File: src/rtl/dac_i2c_pkg.sv
// Shared types and constants for the MCP4725-style DAC I2C responder.
package dac_i2c_pkg;

  localparam logic [5:0] MCP_ADDR_HI      = 6'b110000;
  localparam logic [2:0] CMD_WRITE_DAC    = 3'b010;
  localparam logic [2:0] CMD_WRITE_DAC_EE = 3'b011;
  localparam int         DAC_W            = 12;

  typedef enum logic [2:0] {
    ST_IDLE,
    ST_ADDR,
    ST_ACK,
    ST_BYTE0,
    ST_FAST_LO,
    ST_CMD_HI,
    ST_CMD_LO,
    ST_IGNORE
  } state_e;

endpackage

File: src/rtl/i2c_bus_sync.sv
// Synchronises SCL/SDA into the system clock domain and flags SCL edges
// plus START/STOP conditions, for reuse by any I2C target.
module i2c_bus_sync #(
  parameter int SYNC_STAGES = 2
) (
  input  logic clk_i,
  input  logic rst_ni,
  input  logic scl_i,
  input  logic sda_i,
  output logic sda_s_o,
  output logic scl_rise_o,
  output logic scl_fall_o,
  output logic start_o,
  output logic stop_o
);

  logic [SYNC_STAGES-1:0] scl_sync_q;
  logic [SYNC_STAGES-1:0] sda_sync_q;
  logic                   scl_prev_q;
  logic                   sda_prev_q;
  logic                   scl_s;
  logic                   sda_s;

  // An idle I2C bus is pulled high, so everything resets to 1.
  always_ff @(posedge clk_i or negedge rst_ni) begin
    if (!rst_ni) begin
      scl_sync_q <= '1;
      sda_sync_q <= '1;
      scl_prev_q <= 1'b1;
      sda_prev_q <= 1'b1;
    end else begin
      scl_sync_q <= {scl_sync_q[SYNC_STAGES-2:0], scl_i};
      sda_sync_q <= {sda_sync_q[SYNC_STAGES-2:0], sda_i};
      scl_prev_q <= scl_s;
      sda_prev_q <= sda_s;
    end
  end

  assign scl_s      = scl_sync_q[SYNC_STAGES-1];
  assign sda_s      = sda_sync_q[SYNC_STAGES-1];
  assign sda_s_o    = sda_s;
  assign scl_rise_o = scl_s & ~scl_prev_q;
  assign scl_fall_o = ~scl_s & scl_prev_q;
  assign start_o    = scl_s & scl_prev_q & sda_prev_q & ~sda_s;
  assign stop_o     = scl_s & scl_prev_q & ~sda_prev_q & sda_s;

endmodule

File: src/rtl/dac_i2c_responder.sv
// I2C write-only target decoding MCP4725 fast-mode and write-DAC commands
// into a 12-bit code plus power-down bits.
module dac_i2c_responder
  import dac_i2c_pkg::*;
#(
  parameter logic [5:0] ADDR_HI     = MCP_ADDR_HI,
  parameter int         SYNC_STAGES = 2
) (
  input  logic             Clock,
  input  logic             nReset,
  input  logic             scl_i,
  input  logic             sda_i,
  input  logic             addr_a0,
  output logic             sda_o,
  output logic             sda_t,
  output logic [DAC_W-1:0] dac_value,
  output logic [1:0]       pd_mode,
  output logic             update,
  output logic             busy,
  output logic             nack_seen
);

  logic sda_s;
  logic scl_rise;
  logic scl_fall;
  logic start_det;
  logic stop_det;

  i2c_bus_sync #(
    .SYNC_STAGES(SYNC_STAGES)
  ) u_sync (
    .clk_i     (Clock),
    .rst_ni    (nReset),
    .scl_i     (scl_i),
    .sda_i     (sda_i),
    .sda_s_o   (sda_s),
    .scl_rise_o(scl_rise),
    .scl_fall_o(scl_fall),
    .start_o   (start_det),
    .stop_o    (stop_det)
  );

  state_e             state_q;
  state_e             next_q;
  logic [2:0]         bit_cnt_q;
  logic [7:0]         shift_q;
  logic [3:0]         hi4_q;
  logic [1:0]         pd_pend_q;
  logic [7:0]         dhi_q;
  logic [DAC_W-1:0]   dac_value_q;
  logic [1:0]         pd_mode_q;
  logic               update_q;
  logic               busy_q;
  logic               nack_q;
  logic               sda_t_q;
  logic [7:0]         byte_w;

  assign byte_w = {shift_q[6:0], sda_s};

  // In ST_ACK, sda_t_q doubles as the phase flag: 1 = waiting for the fall
  // ending bit 8, 0 = driving ACK until the fall ending the 9th clock.
  always_ff @(posedge Clock or negedge nReset) begin
    if (!nReset) begin
      state_q     <= ST_IDLE;
      next_q      <= ST_IDLE;
      bit_cnt_q   <= 3'd0;
      shift_q     <= 8'h00;
      hi4_q       <= 4'h0;
      pd_pend_q   <= 2'b00;
      dhi_q       <= 8'h00;
      dac_value_q <= '0;
      pd_mode_q   <= 2'b00;
      update_q    <= 1'b0;
      busy_q      <= 1'b0;
      nack_q      <= 1'b0;
      sda_t_q     <= 1'b1;
    end else begin
      update_q <= 1'b0;
      if (start_det) begin
        state_q   <= ST_ADDR;
        bit_cnt_q <= 3'd0;
        shift_q   <= 8'h00;
        sda_t_q   <= 1'b1;
      end else if (stop_det) begin
        state_q <= ST_IDLE;
        busy_q  <= 1'b0;
        sda_t_q <= 1'b1;
      end else begin
        case (state_q)
          ST_IDLE, ST_IGNORE: ;
          ST_ACK: begin
            if (scl_fall) begin
              if (sda_t_q) begin
                sda_t_q <= 1'b0;
                busy_q  <= 1'b1;
              end else begin
                sda_t_q   <= 1'b1;
                state_q   <= next_q;
                bit_cnt_q <= 3'd0;
              end
            end
          end
          default: begin
            if (scl_rise) begin
              shift_q   <= byte_w;
              bit_cnt_q <= bit_cnt_q + 3'd1;
              if (bit_cnt_q == 3'd7) begin
                state_q <= ST_ACK;
                case (state_q)
                  ST_ADDR: begin
                    if (byte_w[7:1] == {ADDR_HI, addr_a0} && !byte_w[0]) begin
                      next_q <= ST_BYTE0;
                    end else begin
                      state_q <= ST_IGNORE;
                      nack_q  <= 1'b1;
                      busy_q  <= 1'b0;
                    end
                  end
                  ST_BYTE0: begin
                    if (byte_w[7:6] == 2'b00) begin
                      pd_pend_q <= byte_w[5:4];
                      hi4_q     <= byte_w[3:0];
                      next_q    <= ST_FAST_LO;
                    end else if (byte_w[7:5] == CMD_WRITE_DAC ||
                                 byte_w[7:5] == CMD_WRITE_DAC_EE) begin
                      pd_pend_q <= byte_w[2:1];
                      next_q    <= ST_CMD_HI;
                    end else begin
                      state_q <= ST_IGNORE;
                      nack_q  <= 1'b1;
                    end
                  end
                  ST_FAST_LO: begin
                    dac_value_q <= {hi4_q, byte_w};
                    pd_mode_q   <= pd_pend_q;
                    update_q    <= 1'b1;
                    next_q      <= ST_BYTE0;
                  end
                  ST_CMD_HI: begin
                    dhi_q  <= byte_w;
                    next_q <= ST_CMD_LO;
                  end
                  default: begin
                    dac_value_q <= {dhi_q, byte_w[7:4]};
                    pd_mode_q   <= pd_pend_q;
                    update_q    <= 1'b1;
                    next_q      <= ST_BYTE0;
                  end
                endcase
              end
            end
          end
        endcase
      end
    end
  end

  assign sda_o     = 1'b0;
  assign sda_t     = sda_t_q;
  assign dac_value = dac_value_q;
  assign pd_mode   = pd_mode_q;
  assign update    = update_q;
  assign busy      = busy_q;
  assign nack_seen = nack_q;

endmodule
File: config.mk
export PLATFORM = sky130hd
export DESIGN_NAME = dac_i2c_responder
export DESIGN_NICKNAME = d
export VERILOG_FILES = /design/src/rtl/dac_i2c_pkg.sv /design/src/rtl/i2c_bus_sync.sv /design/src/rtl/dac_i2c_responder.sv
export SDC_FILE = /design/constraint.sdc
export NUM_CORES = 1
export LEC_CHECK = 0
export BUFFER_PORTS_ARGS = -buffer_cell sky130_fd_sc_hd__buf_4
export CAP_MARGIN = 20
export CORE_AREA = 2 2 81 83
export CTS_CLUSTER_SIZE = 16
export DETAILED_ROUTE_END_ITERATION = 6
export DIE_AREA = 0 0 83 85
export PLACE_DENSITY = 0.58
export SLEW_MARGIN = 20
export SYNTH_ARGS = -nofsm -noshare
export SYNTH_HDL_FRONTEND = slang
export SYNTH_SLANG_ARGS = --single-unit
File: constraint.sdc
create_clock -name Clock -period 5.43 [get_ports Clock]
set_input_delay 0.543 -clock Clock [delete_from_list [all_inputs] [get_ports Clock]]
set_output_delay 0.543 -clock Clock [all_outputs]
set_load 0.01 [all_outputs]
==> summary.md, run 1 <==
| Metric | Value |
|---|---|
| Outcome | complete, no violations |
| Critical path class | flip-flop to flip-flop |
| Critical path destination | next_q[0] |
| Max_cap viols | 0 |
| Setup Fix Bufs, Post-CTS | 0 |
| CTS tree | done |
| Final TNS setup | 0 ns |
| Cell family with most CP delay | simple AND/OR/NAND/NOR gates |
| CTS Buf Count | 5 |
| Post_cts resized | 0 |
| Worst-path maximum fanout | 7 |
| Worst path required time | approximately 5.6 ns |
| Vias in the first global route | 1651 |
| Bufs and invs on worst path | 0 |
| Port Buffers | 22 |
| Clock Tree Buf Depth | 2 |
| Detailed Place HPWL | roughly 3.3 mm |
| # hold bufs at CTS | 0 |
| DRT iter0 DRCs | 134 |
| Placer Congestion | 0.855 |
| R2R depth | 4 |
| Syn Std Cell Area | 2480 um2 |
| Die Wd | slightly above 80 um |
| CTS H-Tree Depth | 2 |
| Final Max Tran Viols | 0 |
| Final setup fails | 0 |
| DRC | 0 |
| Wire length per cell | 16.2 um |
| Total track usage | between 10% and 20% |
| Core area | 6200 um2 |
| Post-synth EDFFs | 0 |
| Unrepaired setup endpoints after global routing | false |
| Total Wirelength | 4.91 mm |
| CP Capture Type | flip-flop |
| Yosys reg bits | 54 |
| First-pass GRT wire length | 8.54 mm |
| PD cells | 282 nW/um2 |
| Post-Synthesis Cells | 207 |
| Latest clock arrival within the worst-skew pair | 0.31 ns |
| Nets | approximately 230 |
| Max VDD drop | 0.157 mV |
| Via density | 5.28 |
| I/O pin cnt | 24 |
| Grt total ovfl | 0 |
| Async S/R FF share, synth | 100% |
| Netlist cell types | 46 |
| R2r setup slk | 3.29 ns |
| Fin crit share | 39.5% |
| CP arrival | 2.34 ns |
| Post-route ant nets | 0 |
| Worst reg2reg endpoint | next_q[0] |
| Worst Setup SP | shift_q[3] |
| Endpoints failing hold | 0 |
| Upper clock frequency limit | roughly 470 MHz |
| Largest net degree at the start of global routing | 55 |
| Hold Path Class | input port to asynchronous set/reset pin |
| Crit path depth | 4 |
| Initial core utilization | around 40% |
| Post-synthesis sequential area ratio | 54.9% |
| Primary FF master, synth | dfrtp_1 |
| Slowest-stage cell, CP | or4_4 |
| Tightest Pin Transition | 0.747 ns |
| Share of post-route cells with drive strength above 1 | 31.4% |
| Die ar. | 7060 um2 |
| Tmin final | 2.14 ns |
| Clock Skew | 0.00761 ns |
| Clock slew at reported path FFs | approximately 0.10 ns |
| Synth-to-Final Area Change | 13.0% |
| ANT cells | 0 |
| R2R Path Start | shift_q[3] |
| Initial antenna violation count | 0 |
| Slew headroom | 50.0% |
| Leak | 1.29 nW |
| Row Count | 29 |
| CP dominant cell by count | or4_4 |
| Die Ht | 85 um |
| Vias | 1600 |
| Slowest stage delay, CP | 0.55 ns |
| Critical-path cell list | or4_4 -> or4_4 -> a21o_1 -> mux2_4 |
| Hold slack | between 0.2 and 0.3 ns |
| CTS sink cnt | 54 |
| Root Buffer | clkbuf_8 |
| Syn_area_per_cell | ~12 um2 |
| Crit start category | flip-flop |
| Syn_nets | between 200 and 250 |
| Synthesis Warnings | 0 |
| Pre-antenna DRT Iters | 4 |
==> logic make-up (layout without fill, tap and decap cells) <==
group,Yosys count,in the layout,share of synthesized area (%)
flops,54,54,54.9
other cells,1,1,0.151
mux,41,41,17.8
fa+ha+maj,2,2,1.01
xor+xnor,2,2,0.708
simple gates,60,60,14.3
buf+inv,17,36,3.18
compound gates,30,30,7.93
==> Yosys cell counts (all sizes together) (4+ instances only) <==
cell    number  area share, %
o21ai       16            3.2
nand2       16            2.4
inv          4           0.61
nor3         4           0.81
mux2        22             10
dfstp        7            7.4
nor3b        4            1.4
buf          5            1.4
nor2        10            1.5
dfrtp       47             47
mux2i       19            7.7
clkbuf       8            1.2
nand3b       4            1.2
==> placed cells by master, fill, tap and decap left out, drive strengths merged, types with 2 or more instances in the layout <==
cell type and count:
xor2 2, mux2 22, nand3 3, dfrtp 47, a21oi 2, or4 2
inv 5, and4b 2, nor4b 2, ha 2, nand3b 4, nand4b 2
clkbuf 6, nor3 4, mux2i 19, o2bb2ai 2, dfstp 7, and3 2
or3 2, nand2 16, a21o 3, nor3b 4, buf 24, o21ai 16
nor2 10
==> where the power goes <==
group	switching (mW)	internal (mW)	total (mW)	leakage (nW)
combinational	0.0454	0.0435	0.0889	0.530
clock	0.136	0.105	0.241	0.0478
sequential	0.0340	0.427	0.461	0.717
total	0.215	0.575	0.791	1.29
==> per-stage QoR <==
stage	std cells	area, um2	total power, mW	setup slack (ns)	utilization (%)
CTS	303	2800	0.802	3.29	45.1
floorplan	207	2480	0.517	3.35	-
finish	303	2800	0.791	3.29	45.1
global placement	295	2700	0.556	3.33	43.5
global route	303	2800	0.832	3.10	45.1
detailed placement	295	2700	0.558	3.29	43.5
==> layer usage <==
layer	vias to the layer above	routed length (um)	track usage (%)	part of all wire, %
met5	-	0	0	0
met4	0	61	4.47	1.2
met3	5	174	2.72	3.5
met2	27	2370	24.7	48
met1	795	2300	20.9	47
li1	773	-	-	-
==> registers in the layout, indices dropped and copies added, names as in the netlist <==
name	flops
bit_cnt_q	3
busy	1
dac_value	12
dhi_q	8
hi4_q	4
nack_seen	1
next_q	3
pd_mode	2
pd_pend_q	2
sda_t	1
shift_q	7
state_q	3
u_sync.scl_prev_q	1
u_sync.scl_sync_q	2
u_sync.sda_prev_q	1
u_sync.sda_sync_q	2
update	1
==> worst min path at each step <==
stage	startpoint	to	slack, ns	cells past startpoint
floorplan	nReset	bit_cnt_q[0]	0.25	0
global placement	u_sync.sda_sync_q[0]	u_sync.sda_sync_q[1]	0.35	0
detailed placement	u_sync.sda_sync_q[0]	u_sync.sda_sync_q[1]	0.35	0
CTS	nReset	dac_value[4]	0.29	1
global route	nReset	pd_pend_q[0]	0.32	1
finish	nReset	bit_cnt_q[2]	0.27	1
==> final cells by class <==
type	instances	area [um2]
clock buffers	6	82.6
flip-flops and latches	54	1360
well taps	77	96.3
repair buffers	24	180
inverters	4	15.0
fillers	561	3410
multi-input cells	136	1050
clock inverters	2	16.3
Power figures use the tool's default switching activity.
==> run 2: changes to the inputs <==
==> constraint.sdc (replaced) <==
create_clock -name Clock -period 2.1 [get_ports Clock]
set_input_delay 0.21 -clock Clock [delete_from_list [all_inputs] [get_ports Clock]]
set_output_delay 0.21 -clock Clock [all_outputs]
set_load 0.01 [all_outputs]
==> summary.md, run 2 (synthesis results as in run 1) <==
| Metric | Value |
|---|---|
| Outcome | complete, no violations (unchanged) |
| Synth-to-Final Area Change | 19.8% (was 13.0%) |
| Total Wirelength | 4.74 mm (was 4.91 mm) |
| Final TNS setup | 0 ns (unchanged) |
| Layout Cells excl Fill | 319 (was 303) |
| Unrepaired setup endpoints after global routing | false (unchanged) |
| Grt total ovfl | 0 (unchanged) |
| CP arrival | 2.24 ns (was 2.34 ns) |
| Final instance area | 2970 um2 (was 2800 um2) |
| Leak | 1.39 nW (was 1.29 nW) |
| Fin crit share | 97.8% (was 39.5%) |
| Worst-path maximum fanout | 4 (was 7) |
| Root Buffer | clkbuf_8 (unchanged) |
| Critical-path cell list | or4_4 -> or4_4 -> a21o_1 -> mux2_4 (unchanged) |
| Vias | 1638 (was 1600) |
| Bufs and invs on worst path | 0 (unchanged) |
| Worst path required time | 2.29 ns (was 5.63 ns) |
| Cell Area, Placed | 2820 um2 (was 2700 um2) |
| CTS H-Tree Depth | 2 (unchanged) |
| Largest register FFs | 12 (unchanged) |
| CP Capture Type | flip-flop (unchanged) |
| Cell family with most CP delay | simple AND/OR/NAND/NOR gates (unchanged) |
| Crit path depth | 4 (unchanged) |
| Port Buffers | 22 (unchanged) |
| Die Ht | 85 um (unchanged) |
| Nets | 248 (was 232) |
| Fillers | 592 (was 561) |
| Detailed Place HPWL | 3.31 mm (was 3.32 mm) |
| DRC | 0 (unchanged) |
| CTS Buf Count | 5 (unchanged) |
| Latest clock arrival within the worst-skew pair | 0.30 ns (was 0.31 ns) |
| Worst hold stages | 0 |
| Final Util | 47.8% (was 45.1%) |
| First-pass GRT wire length | 8.07 mm (was 8.54 mm) |
| Crit start category | flip-flop (unchanged) |
| Total track usage | 14.3% (was 15.2%) |
| Row Count | 29 (unchanged) |
| Most frequent cells in the layout | dfrtp_1, buf_4, mux2_2 (unchanged) |
| Tightest Pin Transition | 0.681 ns (was 0.747 ns) |
| Die Wd | 83 um (unchanged) |
| Share of post-route cells with drive strength above 1 | 34.3% (was 31.4%) |
| Clock slew at reported path FFs | 0.09 ns (was 0.10 ns) |
| Wire length per cell | 14.8 um (was 16.2 um) |
| Commonest non-fill, non-tap cell in the layout | dfrtp_1 (unchanged) |
| Hold Path Class | flip-flop to flip-flop (was input port to asynchronous set/reset pin) |
| Final setup fails | 0 (unchanged) |
| Tmin final | 2.05 ns (was 2.14 ns) |
| Via density | 5.13 (was 5.28) |
| Hold slack | 0.360 ns (was 0.270 ns) |
| CTS sink cnt | 54 (unchanged) |
| R2R depth | 4 (unchanged) |
| Die ar. | 7060 um2 (unchanged) |
| PD cells | 722 nW/um2 (was 282 nW/um2) |
| Vias in the first global route | 1584 (was 1651) |
| I/O pin cnt | 24 (unchanged) |
| Initial core utilization | 39.9% (unchanged) |
| CP dominant cell by count | or4_4 (unchanged) |
| PnR Total Power | 2.14 mW (was 791 uW) |
| Upper clock frequency limit | 487 MHz (was 467 MHz) |
| Slowest stage delay, CP | 0.54 ns (was 0.55 ns) |
| ANT cells | 0 (unchanged) |
| Max_cap viols | 0 (unchanged) |
| Max VDD drop | 0.352 mV (was 0.157 mV) |
| Slew headroom | 54.6% (was 50.0%) |
| Critical path class | flip-flop to flip-flop (unchanged) |
| Endpoints failing hold | 0 (unchanged) |
| Slowest-stage cell, CP | or4_4 (unchanged) |
| Core area | 6200 um2 (unchanged) |
| Placer Congestion | 0.775 (was 0.855) |
| CTS tree | done (unchanged) |
| Largest net degree at the start of global routing | 55 (unchanged) |
| Placed Cells | 308 (was 295) |
| Initial antenna violation count | 0 (unchanged) |
| Placement Setup Slack | 0.0518 ns (was 3.29 ns) |
| Final Max Tran Viols | 0 (unchanged) |
| Pre-antenna DRT Iters | 4 (unchanged) |
| Clock Skew | 0.00264 ns (was 0.00761 ns) |
| Clock Tree Buf Depth | 2 (unchanged) |
| DRT iter0 DRCs | 70 (was 134) |
| Setup ws final | 0.0466 ns (was 3.29 ns) |
| Post-route ant nets | 0 (unchanged) |
-- run 2: cell count changes in the layout (fill, tap and decap cells not counted), sizes merged --
cell / delta
bufinv: +1
clkinvlp: -1
dlygate4sd3: +3
clkbuf: +1
inv: -1
buf: +13
-- run 2: routing by layer --
| metal | global-route usage [%] | routed length, um | share of wire (%) | vias up |
|---|---|---|---|---|
| li1 | - | - | - | 808 |
| met1 | 20.3 | 2300 | 49 | 792 |
| met2 | 22.1 | 2190 | 46 | 32 |
| met3 | 2.92 | 179 | 3.8 | 6 |
| met4 | 4.92 | 66 | 1.4 | 0 |
| met5 | 0 | 0 | 0 | - |
-- run 2: power breakdown --
group	total (mW)	switching (mW)	leakage (nW)	internal, mW
clock	0.674	0.317	0.0524	0.357
sequential	1.15	0.0503	0.717	1.10
combinational	0.313	0.160	0.623	0.153
total	2.14	0.528	1.39	1.61
-- run 2: final cells by class --
cell class | count | area, um2 | area share [%]
Clock buffer | 7 | 76.3 | 2.57
Clock inverter | 1 | 30.0 | 1.01
Inverter | 4 | 15.0 | 0.506
Multi-Input combinational cell | 136 | 1050 | 35.6
Sequential cell | 54 | 1360 | 45.9
Tap cell | 77 | 96.3 | 3.25
Timing Repair Buffer | 40 | 333 | 11.2
-- run 2: worst register-to-register path, stage by stage (launching register included) --
cell	delay [ns]
dfrtp_1	0.39
or4_4	0.54
or4_4	0.52
a21o_1	0.21
mux2_4	0.30
-- run 2: path summary, 6_finish.rpt --
check,start,endpoint,slack [ns]
min in group asynchronous,nReset,bit_cnt_q[2],0.49
min reg2reg,u_sync.scl_sync_q[0],u_sync.scl_sync_q[1],0.36
max,shift_q[3],next_q[0],0.05
min,u_sync.scl_sync_q[0],u_sync.scl_sync_q[1],0.36
max reg2reg,shift_q[3],next_q[0],0.05
max in group asynchronous,nReset,dac_value[0],1.16
-- run 2: repair_timing --
action	in CTS	in global routing
setup buffers	0	0
gates resized for setup	0	1
endpoints found under the setup margin	0	2
hold endpoints to repair	48	1
hold buffers	2	1
==> run 3: changes to the inputs <==
--- a/config.mk
+++ b/config.mk
@@ -7,10 +7,11 @@
 export LEC_CHECK = 0
 export BUFFER_PORTS_ARGS = -buffer_cell sky130_fd_sc_hd__buf_4
 export CAP_MARGIN = 20
-export CORE_AREA = 2 2 81 83
+export CORE_AREA = 2 2 62 108
+export CTS_BUF_LIST = sky130_fd_sc_hd__clkbuf_8
 export CTS_CLUSTER_SIZE = 16
 export DETAILED_ROUTE_END_ITERATION = 6
-export DIE_AREA = 0 0 83 85
+export DIE_AREA = 0 0 64 110
 export PLACE_DENSITY = 0.58
 export SLEW_MARGIN = 20
 export SYNTH_ARGS = -nofsm -noshare
==> summary.md, run 3 (synthesis results as in run 1) <==
| Metric | Value |
|---|---|
| Switching Fraction | 27.0% (was 24.6%) |
| CTS tree | done (unchanged) |
| DRC | 0 (unchanged) |
| Seq pwr share | 56.5% (was 53.9%) |
| DRT iter0 DRCs | 121 (was 70) |
| R2R Path Start | shift_q[3] (unchanged) |
| CP arrival | 2.23 ns (was 2.24 ns) |
| Vias in the first global route | 1753 (was 1584) |
| Vias | 1716 (was 1638) |
| Final Max Tran Viols | 0 (unchanged) |
| Placed Cells | 314 (was 308) |
| CTS H-Tree Depth | 2 (unchanged) |
| Clock Tree Buf Depth | 2 (unchanged) |
| Worst reg2reg endpoint | next_q[0] (unchanged) |
| Upper clock frequency limit | 491 MHz (was 487 MHz) |
| Worst hold stages | 0 (unchanged) |
| Die Ht | 110 um (was 85 um) |
| ANT cells | 0 (unchanged) |
| Largest register FFs | 12 (unchanged) |
| Worst-path maximum fanout | 4 (unchanged) |
| Commonest non-fill, non-tap cell in the layout | dfrtp_1 (unchanged) |
| Switching power | 551 uW (was 528 uW) |
| Hold slack | 0.362 ns (was 0.360 ns) |
| Combinational Power Share | 16.5% (was 14.6%) |
| First-pass GRT wire length | 8.94 mm (was 8.07 mm) |
| Total track usage | 17.3% (was 14.3%) |
| Largest net degree at the start of global routing | 55 (unchanged) |
| Layout Cells excl Fill | 325 (was 319) |
| Root Buffer | clkbuf_8 (unchanged) |
| CTS Buf Count | 5 (unchanged) |
| Worst Setup SP | shift_q[3] (unchanged) |
| Endpoints failing hold | 0 (unchanged) |
| Post_cts resized | 0 (unchanged) |
| Nets | 251 (was 248) |
| Wire length per cell | 16.7 um (was 14.8 um) |
| R2r setup slk | 0.06 ns (was 0.05 ns) |
| Post-route ant nets | 0 (unchanged) |
| Die Wd | 64 um (was 83 um) |
| Latest clock arrival within the worst-skew pair | 0.31 ns (was 0.30 ns) |
| Clock network power share | 27.0% (was 31.5%) |
| CTS sink cnt | 54 (unchanged) |
| Unrepaired setup endpoints after global routing | true (was false) |
| CP Capture Type | flip-flop (unchanged) |
| Grt total ovfl | 0 (unchanged) |
| Clock Skew | 0.0105 ns (was 0.00264 ns) |
| R2R depth | 4 (unchanged) |
| Outcome | complete, no violations (unchanged) |
| I/O pin cnt | 24 (unchanged) |
| Via density | 5.28 (was 5.13) |
| Crit start category | flip-flop (unchanged) |
| Total Wirelength | 5.42 mm (was 4.74 mm) |
| PnR Total Power | 2.04 mW (was 2.14 mW) |
| Detailed Place HPWL | 3.89 mm (was 3.31 mm) |
| Synth-to-Final Area Change | 19.0% (was 19.8%) |
| Tmin final | 2.04 ns (was 2.05 ns) |
| Setup Fix Bufs, Post-CTS | 0 (unchanged) |
| Initial core utilization | 40.4% (was 39.9%) |
| Placer Congestion | 0.909 (was 0.775) |
| Fin crit share | 96.9% (was 97.8%) |
| Tightest Pin Transition | 0.687 ns (was 0.681 ns) |
| Hold Path Class | flip-flop to flip-flop (unchanged) |
| PD cells | 692 nW/um2 (was 722 nW/um2) |
| Slew headroom | 54.2% (was 54.6%) |
| Die ar. | 7040 um2 (was 7060 um2) |
| Leak | 1.40 nW (was 1.39 nW) |
| Port Buffers | 22 (unchanged) |
| Max_cap viols | 0 (unchanged) |
| Initial antenna violation count | 0 (unchanged) |
| Clock slew at reported path FFs | 0.10 ns (was 0.09 ns) |
| Final setup fails | 0 (unchanged) |
| Share of post-route cells with drive strength above 1 | 34.3% (about the same) |
| Critical path destination | next_q[0] (unchanged) |
| Row Count | 38 (was 29) |
| Critical path class | flip-flop to flip-flop (unchanged) |
| Core area | 6130 um2 (was 6200 um2) |
| Fillers | 566 (was 592) |
| Worst path required time | 2.30 ns (was 2.29 ns) |
| Most frequent cells in the layout | dfrtp_1, buf_4, mux2_2 (unchanged) |
| Pre-antenna DRT Iters | 4 (unchanged) |
| Final TNS setup | 0 ns (unchanged) |
| Max VDD drop | 0.485 mV (was 0.352 mV) |
| Int Power | 1.49 mW (was 1.61 mW) |
[run 3: how the worst min path moves through the flow]
stage                              start                   end  slack, ns
detailed placement                nReset             next_q[1]       0.31
CTS                 u_sync.scl_sync_q[0]  u_sync.scl_sync_q[1]       0.36
floorplan                         nReset          bit_cnt_q[0]      -0.09
global placement                  nReset            state_q[1]       0.30
finish              u_sync.scl_sync_q[0]  u_sync.scl_sync_q[1]       0.36
global route        u_sync.scl_sync_q[0]  u_sync.scl_sync_q[1]       0.37
[run 3: power groups by stage]
stage	Sequential (mW)	Clock, mW	Combinational (mW)
2_1_floorplan	1.17	0	0.161
3_3_place_gp	1.17	0	0.335
3_5_place_dp	1.17	0	0.335
4_1_cts	1.15	0.581	0.341
5_1_grt	1.16	0.614	0.367
6_report	1.15	0.550	0.337
[run 3: timing repair]
action                                 in CTS  in global routing
hold buffers                                3                  0
endpoints found under the hold margin      49                  0
setup endpoints to repair                   0                  2
[run 3: worst max-delay path: stages, from the launching register on]
cell and delay [ns]:
dfrtp_1 0.39, or4_4 0.53, or4_4 0.51, a21o_1 0.20, mux2_4 0.29
[run 3: final cells by class]
cell class | count | area, um2 | area share [%]
clock buffer | 5 | 68.8 | 2.34
clock inverter | 3 | 11.3 | 0.382
inverter | 4 | 15.0 | 0.510
multi-input combinational | 136 | 1050 | 35.6
sequential | 54 | 1360 | 46.2
tap | 80 | 100 | 3.40
timing repair buffer | 43 | 343 | 11.6
[run 3: metrics by stage]
step	instance area, um2	util [%]	setup slack [ns]
finish	2950	48.0	0.0645
global route	2950	48.0	-0.00613
CTS	2950	48.0	0.0422
detailed placement	2840	46.2	0.0550
global placement	2840	46.2	0.0816
floorplan	2480	-	0.0171
[run 3: routing by layer]
metal / vias to the layer above / part of all wire [%] / global-route usage (%)
met5: - / 0 / 0
li1: 811 / - / -
met1: 851 / 38 / 18.6
met2: 41 / 55 / 31.2
met4: 0 / 3.8 / 9.78
met3: 13 / 3.3 / 3.35
